File: config.mk
export PLATFORM = sky130hd
export DESIGN_NAME = shifter_pipe
export DESIGN_NICKNAME = d
export VERILOG_FILES = /design/src/rtl/shifter_pkg.sv /design/src/rtl/shift_stage.sv /design/src/rtl/shifter_pipe.sv
export SDC_FILE = /design/constraint.sdc
export NUM_CORES = 1
export LEC_CHECK = 0
export ABC_CLOCK_PERIOD_IN_PS = 2100
export BUFFER_PORTS_ARGS = -buffer_cell sky130_fd_sc_hd__buf_2
export CAP_MARGIN = 20
export CELL_PAD_IN_SITES_DETAIL_PLACEMENT = 2
export CELL_PAD_IN_SITES_GLOBAL_PLACEMENT = 2
export CORE_UTILIZATION = 38
export DETAILED_ROUTE_END_ITERATION = 16
export PLACE_DENSITY = 0.91
export SLEW_MARGIN = 25
export SYNTH_ARGS = -nofsm -noshare
export SYNTH_HDL_FRONTEND = slang
export SYNTH_SLANG_ARGS = --single-unit
File: constraint.sdc
create_clock -name clk -period 2.1 [get_ports clk]
set_clock_uncertainty 0.1 [all_clocks]
set_input_delay 0.42 -clock clk [delete_from_list [all_inputs] [get_ports clk]]
set_output_delay 0.42 -clock clk [all_outputs]
set_load 0.1 [all_outputs]
File: src/rtl/shifter_pkg.sv
// Shared op encoding for the pipelined barrel shifter.
package shifter_pkg;

    typedef logic [1:0] op_t;

    localparam op_t OP_LSR = 2'b00;
    localparam op_t OP_LSL = 2'b01;
    localparam op_t OP_ASR = 2'b10;
    localparam op_t OP_ROR = 2'b11;

endpackage

File: src/rtl/shift_stage.sv
// One barrel-shifter stage: conditional shift by 2**STAGE followed by its register slice.
// Carry/zero flag slices are present only when SHIFTER_PIPE_FLAGS_EN is defined.
module shift_stage
    import shifter_pkg::*;
#(
    parameter int WIDTH = 32,
    parameter int STAGE = 0
) (
    input  logic             clk,
    input  logic             reset,
    input  logic             hold,
    input  logic             in_valid,
    input  logic [WIDTH-1:0] in_data,
    input  op_t              in_op,
    input  logic             in_en,
    output logic             out_valid,
    output logic [WIDTH-1:0] out_data
`ifdef SHIFTER_PIPE_FLAGS_EN
    ,
    input  logic             in_carry,
    output logic             out_carry,
    output logic             out_zero
`endif
);

    localparam int SH = 2 ** STAGE;

    logic [WIDTH-1:0] shifted;

    always_comb begin
        shifted = in_data;
        if (in_en) begin
            case (in_op)
                OP_LSR:  shifted = in_data >> SH;
                OP_LSL:  shifted = in_data << SH;
                OP_ASR:  shifted = $signed(in_data) >>> SH;
                default: shifted = {in_data[SH-1:0], in_data[WIDTH-1:SH]};
            endcase
        end
    end

`ifdef SHIFTER_PIPE_FLAGS_EN
    logic carry_next;

    // The highest applied stage wins: it sees the last bit leaving the word.
    always_comb begin
        carry_next = in_carry;
        if (in_en) begin
            if (in_op == OP_LSL) begin
                carry_next = in_data[WIDTH-SH];
            end else begin
                carry_next = in_data[SH-1];
            end
        end
    end
`endif

    always_ff @(posedge clk) begin
        if (reset) begin
            out_valid <= 1'b0;
            out_data  <= '0;
`ifdef SHIFTER_PIPE_FLAGS_EN
            out_carry <= 1'b0;
            out_zero  <= 1'b0;
`endif
        end else if (!hold) begin
            out_valid <= in_valid;
            out_data  <= shifted;
`ifdef SHIFTER_PIPE_FLAGS_EN
            out_carry <= carry_next;
            out_zero  <= (shifted == '0);
`endif
        end
    end

endmodule

File: src/rtl/shifter_pipe.sv
// Pipelined barrel shifter (LSR/LSL/ASR/ROR), one stage per shift-amount bit, global stall.
// Define SHIFTER_PIPE_FLAGS_EN to add the pipelined flag_z / flag_c outputs.
module shifter_pipe
    import shifter_pkg::*;
#(
    parameter int WIDTH = 32
) (
    input  logic                     clk,
    input  logic                     reset,
    input  logic                     in_valid,
    output logic                     in_ready,
    input  logic [WIDTH-1:0]         d_in,
    input  logic [$clog2(WIDTH)-1:0] shamt,
    input  op_t                      op,
    output logic                     out_valid,
    input  logic                     out_ready,
    output logic [WIDTH-1:0]         d_out
`ifdef SHIFTER_PIPE_FLAGS_EN
    ,
    output logic                     flag_z,
    output logic                     flag_c
`endif
);

    localparam int SHW = $clog2(WIDTH);

    logic             stall;
    logic             valid_q [SHW];
    logic [WIDTH-1:0] data_q  [SHW];
    op_t              op_q    [SHW-1];
    logic [SHW-1:0]   shamt_q [SHW-1];
`ifdef SHIFTER_PIPE_FLAGS_EN
    logic             carry_q [SHW];
    logic             zero_q  [SHW];
`endif

    assign stall    = out_valid && !out_ready;
    assign in_ready = !out_valid || out_ready;

    // Op and shift amount ride alongside the data into every later stage.
    always_ff @(posedge clk) begin
        if (reset) begin
            for (int j = 0; j < SHW - 1; j++) begin
                op_q[j]    <= OP_LSR;
                shamt_q[j] <= '0;
            end
        end else if (!stall) begin
            op_q[0]    <= op;
            shamt_q[0] <= shamt;
            for (int j = 1; j < SHW - 1; j++) begin
                op_q[j]    <= op_q[j-1];
                shamt_q[j] <= shamt_q[j-1];
            end
        end
    end

    for (genvar k = 0; k < SHW; k++) begin : g_stage
        logic             stg_valid;
        logic [WIDTH-1:0] stg_data;
        op_t              stg_op;
        logic             stg_en;
`ifdef SHIFTER_PIPE_FLAGS_EN
        logic             stg_carry;
`endif

        if (k == 0) begin : g_src
            assign stg_valid = in_valid && in_ready;
            assign stg_data  = d_in;
            assign stg_op    = op;
            assign stg_en    = shamt[0];
`ifdef SHIFTER_PIPE_FLAGS_EN
            assign stg_carry = 1'b0;
`endif
        end else begin : g_src
            assign stg_valid = valid_q[k-1];
            assign stg_data  = data_q[k-1];
            assign stg_op    = op_q[k-1];
            assign stg_en    = shamt_q[k-1][k];
`ifdef SHIFTER_PIPE_FLAGS_EN
            assign stg_carry = carry_q[k-1];
`endif
        end

        shift_stage #(
            .WIDTH (WIDTH),
            .STAGE (k)
        ) u_stage (
            .clk       (clk),
            .reset     (reset),
            .hold      (stall),
            .in_valid  (stg_valid),
            .in_data   (stg_data),
            .in_op     (stg_op),
            .in_en     (stg_en),
            .out_valid (valid_q[k]),
            .out_data  (data_q[k])
`ifdef SHIFTER_PIPE_FLAGS_EN
            ,
            .in_carry  (stg_carry),
            .out_carry (carry_q[k]),
            .out_zero  (zero_q[k])
`endif
        );
    end

    assign out_valid = valid_q[SHW-1];
    assign d_out     = data_q[SHW-1];
`ifdef SHIFTER_PIPE_FLAGS_EN
    assign flag_c    = carry_q[SHW-1];
    assign flag_z    = zero_q[SHW-1];
`endif

endmodule

==> After elaboration in Yosys (flattened, before gate mapping) <==
Memories as Yosys holds them, arrays and structs flattened.
Cells that the tools add are included.
{ "totals": {"elab_cells": 63, "mem_bits_rw": 28, "regBits": 165, "in_bits": 43, "mem_count": 2} }
{ "op_classes": {"mux": 23, "n_reduce_logical": 10, "bitwise_logic": 8, "eq_ne": 10} }
{ "mem_list": {"columns": ["memory", "depth", "width", "read_ports", "rd_ports_with_merged_regs", "write_ports", "line_no", "text"], "rows": [
  ["shamt_q", 4, 5, 4, 0, 4, "shifter_pipe.sv:31", "logic [SHW-1:0] shamt_q [SHW-1];"],
  ["op_q", 4, 2, 4, 0, 4, "shifter_pipe.sv:30", "op_t op_q [SHW-1];"]
]} }
{ "op_table": {"columns": ["op", "n"], "rows": [
  ["32-bit one-hot mux with 3 select lines", 5],
  ["32-bit 2-to-1 mux", 5],
  ["5-bit 2-to-1 mux", 4],
  ["2-bit by 1-bit == test with 1-bit output, second input constant", 5],
  ["2-bit == test, second input constant", 5],
  ["2-bit logical NOT", 5],
  ["2-bit 2-to-1 mux", 4],
  ["1-bit OR", 8],
  ["1-bit 2-to-1 mux", 5],
  ["1-bit logical AND", 2],
  ["1-bit logical NOT", 2],
  ["1-bit logical OR", 1]
]} }

==> Longest topological paths before layout <==
{ "logic_depth": {"depth_word": 6, "ltp_mapped": 6} }

==> Cells and area by module <==
From an unflattened synthesis, not the netlist that was laid out.
{ "hier_totals": {"cells_unflattened": 1111, "hier_area_um2": 10065.9} }
{ "modules_own_cells": {"columns": ["mod", "cells_each", "seq_area_each_um2", "instances", "area_per_inst_um2"], "rows": [
  ["shift_stage at g_stage[1].u_stage", 226, 660.6, 1, 1953.1],
  ["shift_stage at g_stage[0].u_stage", 223, 660.6, 1, 1936.9],
  ["shift_stage at g_stage[3].u_stage", 221, 660.6, 1, 1906.8],
  ["shift_stage at g_stage[2].u_stage", 223, 660.6, 1, 1880.6],
  ["shift_stage at g_stage[4].u_stage", 174, 660.6, 1, 1539.0],
  ["shifter_pipe", 44, 540.5, 1, 849.6]
]} }

==> Worst setup path after synthesis <==
No wires, ideal clock.
{ "synth_timing": {"path_type": "reg-to-reg", "from": "register g_stage[4].u_stage.out_valid", "to": "memory op_q[0][0] (netlist bit) (enable)", "synth_period_minus_slack_ns": 2.526, "arrival_time_ns": 2.043, "t_required_ns": 1.616, "slack_ns": -0.426, "setup_ns": 0.384, "stages_incl_launch_ff": 5, "path_cell_list": "dfxtp_1 -> nor2b_4 -> buf_4 -> clkbuf_1 -> nand2b_1"} }
{ "synth_rtl": {"columns": ["element", "line_no", "text"], "rows": [
  ["from (decl)", "shift_stage.sv:16", "output logic out_valid,"],
  ["from (signal assigned)", "shift_stage.sv:67", "out_valid <= in_valid;"],
  ["to (decl)", "shifter_pipe.sv:30", null]
]} }

==> flow_metrics.env <==
export IMPL_synth_largest_area_cell="dfxtp_1"
export IMPL_use_met3_pct=4.822
export IMPL_via_count=9785
export IMPL_synthCells=1149
export IMPL_post_cts_buffers=0
export IMPL_postRouteAntennaNets=0
export IMPL_fp_row_count=59
export IMPL_yosysSeqAreaShare_pct=38.12
export IMPL_worst_pin_slew_ns=0.7529
export IMPL_worst_setup_path_type="reg -> reg"
export IMPL_drt_total_wl_um=39850
export IMPL_dieArea_um2=27190
export IMPL_holdPathStages=3
export IMPL_synth_top_area_share_pct=32.76
export IMPL_dp_cells=1468
export IMPL_hold_path_class="in -> reg"
export IMPL_cts_buffer_depth=2
export IMPL_synth_top_family_by_area="compound AO/OA/AOI/OAI gates"
export IMPL_antenna_found_initial=0
export IMPL_regArea_um2=3845
export IMPL_final_util_pct=43.35
export IMPL_synth_most_common_cell="dfxtp_1"
export IMPL_path_max_fanout=16
export IMPL_die_h_um=164.9
export IMPL_clkLatencyLatePin_ns=0.47
export IMPL_fillers=2833
export IMPL_layout_drive_gt1_share_pct=15.54
export IMPL_netlist_top_cells_count="dfxtp_1, a211oi_1, o21ai_0"
export IMPL_clock_sinks=183
export IMPL_ys_types=39
export IMPL_multiInputGateArea_um2=5599
export IMPL_synth_top_flop_cell="dfxtp_1"
export IMPL_numCtsBuffers=17
export IMPL_hold_viol=0
export IMPL_status="complete, no violations"
export IMPL_synth_xor_xnor_area_share_pct=0
export IMPL_syn_num_nets=1192
export IMPL_use_met2_pct=52.65
export IMPL_cts_tree="yes"
export IMPL_cts_hold_buf=0
export IMPL_synthesis_area_um2=10080
export IMPL_start_util_pct=38.69
export IMPL_required_ns=2.30
export IMPL_setup_viol_count_final=0
export IMPL_synth_mux_area_share_pct=1.688
export IMPL_yosysWarnings=0
export IMPL_drc=0
export IMPL_critPathCaptureType="register"
export IMPL_gp_congestion=0.8164
export IMPL_final_min_clock_period_ns=1.977
export IMPL_r2r_start="shamt_q[2][3]$_SDFFCE_PN0P_"
export IMPL_grt_pass1_wl_um=62850
export IMPL_r2r_cells=3
export IMPL_via_per_inst=6.523
export IMPL_dp_hpwl_um=24790
export IMPL_synth_edff_count=18
export IMPL_grtUsageMet1_pct=35.37
export IMPL_synth_compound_area_share_pct=28.70
export IMPL_hold_end="g_stage[0].u_stage.out_valid$_SDFFE_PP0N_"
export IMPL_ir_worst_vdd_uv=460.2
export IMPL_wl_per_cell_um=26.56
export IMPL_r2r_end="g_stage[3].u_stage.out_data[29]$_SDFFE_PP0N_"
export IMPL_final_setup_tns_ns=0
export IMPL_clk_pin_slew_ns=0.08
export IMPL_diodes=0
export IMPL_rrSetupSlack_ns=0.12
export IMPL_async_reset_ff_share_pct=0
export IMPL_min_from="in_valid"
export IMPL_fin_nets=1195
export IMPL_fp_dieW_um=164.9
export IMPL_drt_first_pass_iters=8
export IMPL_fin_cells=1500
export IMPL_gr_total_overflow=0
export IMPL_synthSimpleGateAreaFrac_pct=25.11
export IMPL_areaGrowthSynthToFinish_pct=12.02
export IMPL_core_area_um2=26060
export IMPL_grt_busiest_layer="met2"
export IMPL_fin_crit_sh_pct=94.15
export IMPL_drv_slew=0
export IMPL_grt_pass1_vias=10585
export IMPL_whs_ns=0.1030
export IMPL_p_total_uw=8472
export IMPL_synth_area_top_cells="dfxtp_1, a211oi_1, and3b_1, nand3b_1, o31ai_1"
export IMPL_startpoint_type="register"
export IMPL_yosys_register_bits=183
export IMPL_cts_resized=0
export IMPL_portBuffers=76
export IMPL_p_per_area_nw_per_um2=750.0
export IMPL_slew_headroom_pct=49.62
export IMPL_grtUsageTotal_pct=30.24
export IMPL_arrival_ns=2.18
export IMPL_htree_levels=4
export IMPL_drt_initial_drc_count=754
export IMPL_root_buffer="clkbuf_16"
export IMPL_io_pins=77
export IMPL_synthAdderAreaFrac_pct=0
export IMPL_drv_cap=0
export IMPL_fmax_mhz=505.8
export IMPL_grt_setup_unrepaired="no"
export IMPL_p_leak_uw=0.004423
export IMPL_grt_max_degree=105
export IMPL_syn_area_per_cell_um2=8.776
-- area by class of cell --
cell class	instances	share of cell area, %
multi-input cells	823	49.57
flip-flops and latches	183	34.04
repair buffers	121	7.432
clock buffers	19	3.833
well taps	335	3.711
clock inverters	13	1.196
inverters	6	0.2215
-- placed cells by master (no fill, tap or decap), drive strengths merged, types with 17 or more instances in the layout --
cell type / instances
nor2: 51
nand3: 17
and2: 39
edfxtp: 18
a211oi: 128
dfxtp: 165
nand3b: 101
o21ai: 111
and3b: 98
a21oi: 37
clkbuf: 19
a221oi: 21
buf: 121
nand2: 44
o31ai: 98
-- critical path, cell delays in order (launching register included) --
cell and delay, ns:
edfxtp_1 0.59, inv_2 0.25, nor2_1 0.65, a211oi_1 0.21
-- how the worst max path moves through the flow --
stage | from | to | slack [ns] | cells after the start
after CTS | shamt_q[2][3]$_SDFFCE_PN0P_ | g_stage[3].u_stage.out_data[29]$_SDFFE_PP0N_ | 0.19 | 3
final | shamt_q[2][3]$_SDFFCE_PN0P_ | g_stage[3].u_stage.out_data[29]$_SDFFE_PP0N_ | 0.12 | 3
after floorplan | g_stage[4].u_stage.out_valid$_SDFFE_PP0N_ | op_q[0][0]$_SDFFCE_PN0P_ | 0.09 | 4
after detailed placement | out_ready | g_stage[2].u_stage.out_data[30]$_SDFFE_PP0N_ | 0.20 | 6
after global placement | out_ready | g_stage[1].u_stage.out_data[30]$_SDFFE_PP0N_ | 0.33 | 6
after global routing | shamt_q[2][3]$_SDFFCE_PN0P_ | g_stage[3].u_stage.out_data[26]$_SDFFE_PP0N_ | 0.13 | 3
-- per-stage QoR --
| stage | worst slack, ns | instance area, um2 |
|---|---|---|
| final | 0.1229 | 11300 |
| after global routing | 0.1280 | 11300 |
| after CTS | 0.1890 | 11300 |
| after detailed placement | 0.2042 | 10730 |
| after global placement | 0.3266 | 10730 |
| after floorplan | 0.09173 | 10090 |
-- state kept, by name, summed over array words and instances, names as in the netlist --
name and count:
g_stage.u_stage.out_data 160, shamt_q 10, op_q 8, g_stage.u_stage.out_valid 5
-- kinds of logic (layout without fill, tap and decap cells) --
family	after synthesis	count (layout)
simple gates	386	386
buf+inv	143	159
flops	183	183
compound gates	421	421
mux	16	16
-- report_power, final --
| group | switching [uW] | internal, uW |
|---|---|---|
| clock network | 1700 | 1580 |
| logic | 757 | 405 |
| registers | 289 | 3730 |
| total | 2750 | 5720 |
-- routing by layer --
metal | wire [um] | vias to the layer above
li1 | - | 4346
met3 | 1597 | 121
met5 | 0 | -
met4 | 1707 | 0
met1 | 16220 | 4989
met2 | 20320 | 329
Note: power is estimated with default switching activity, not from simulation.
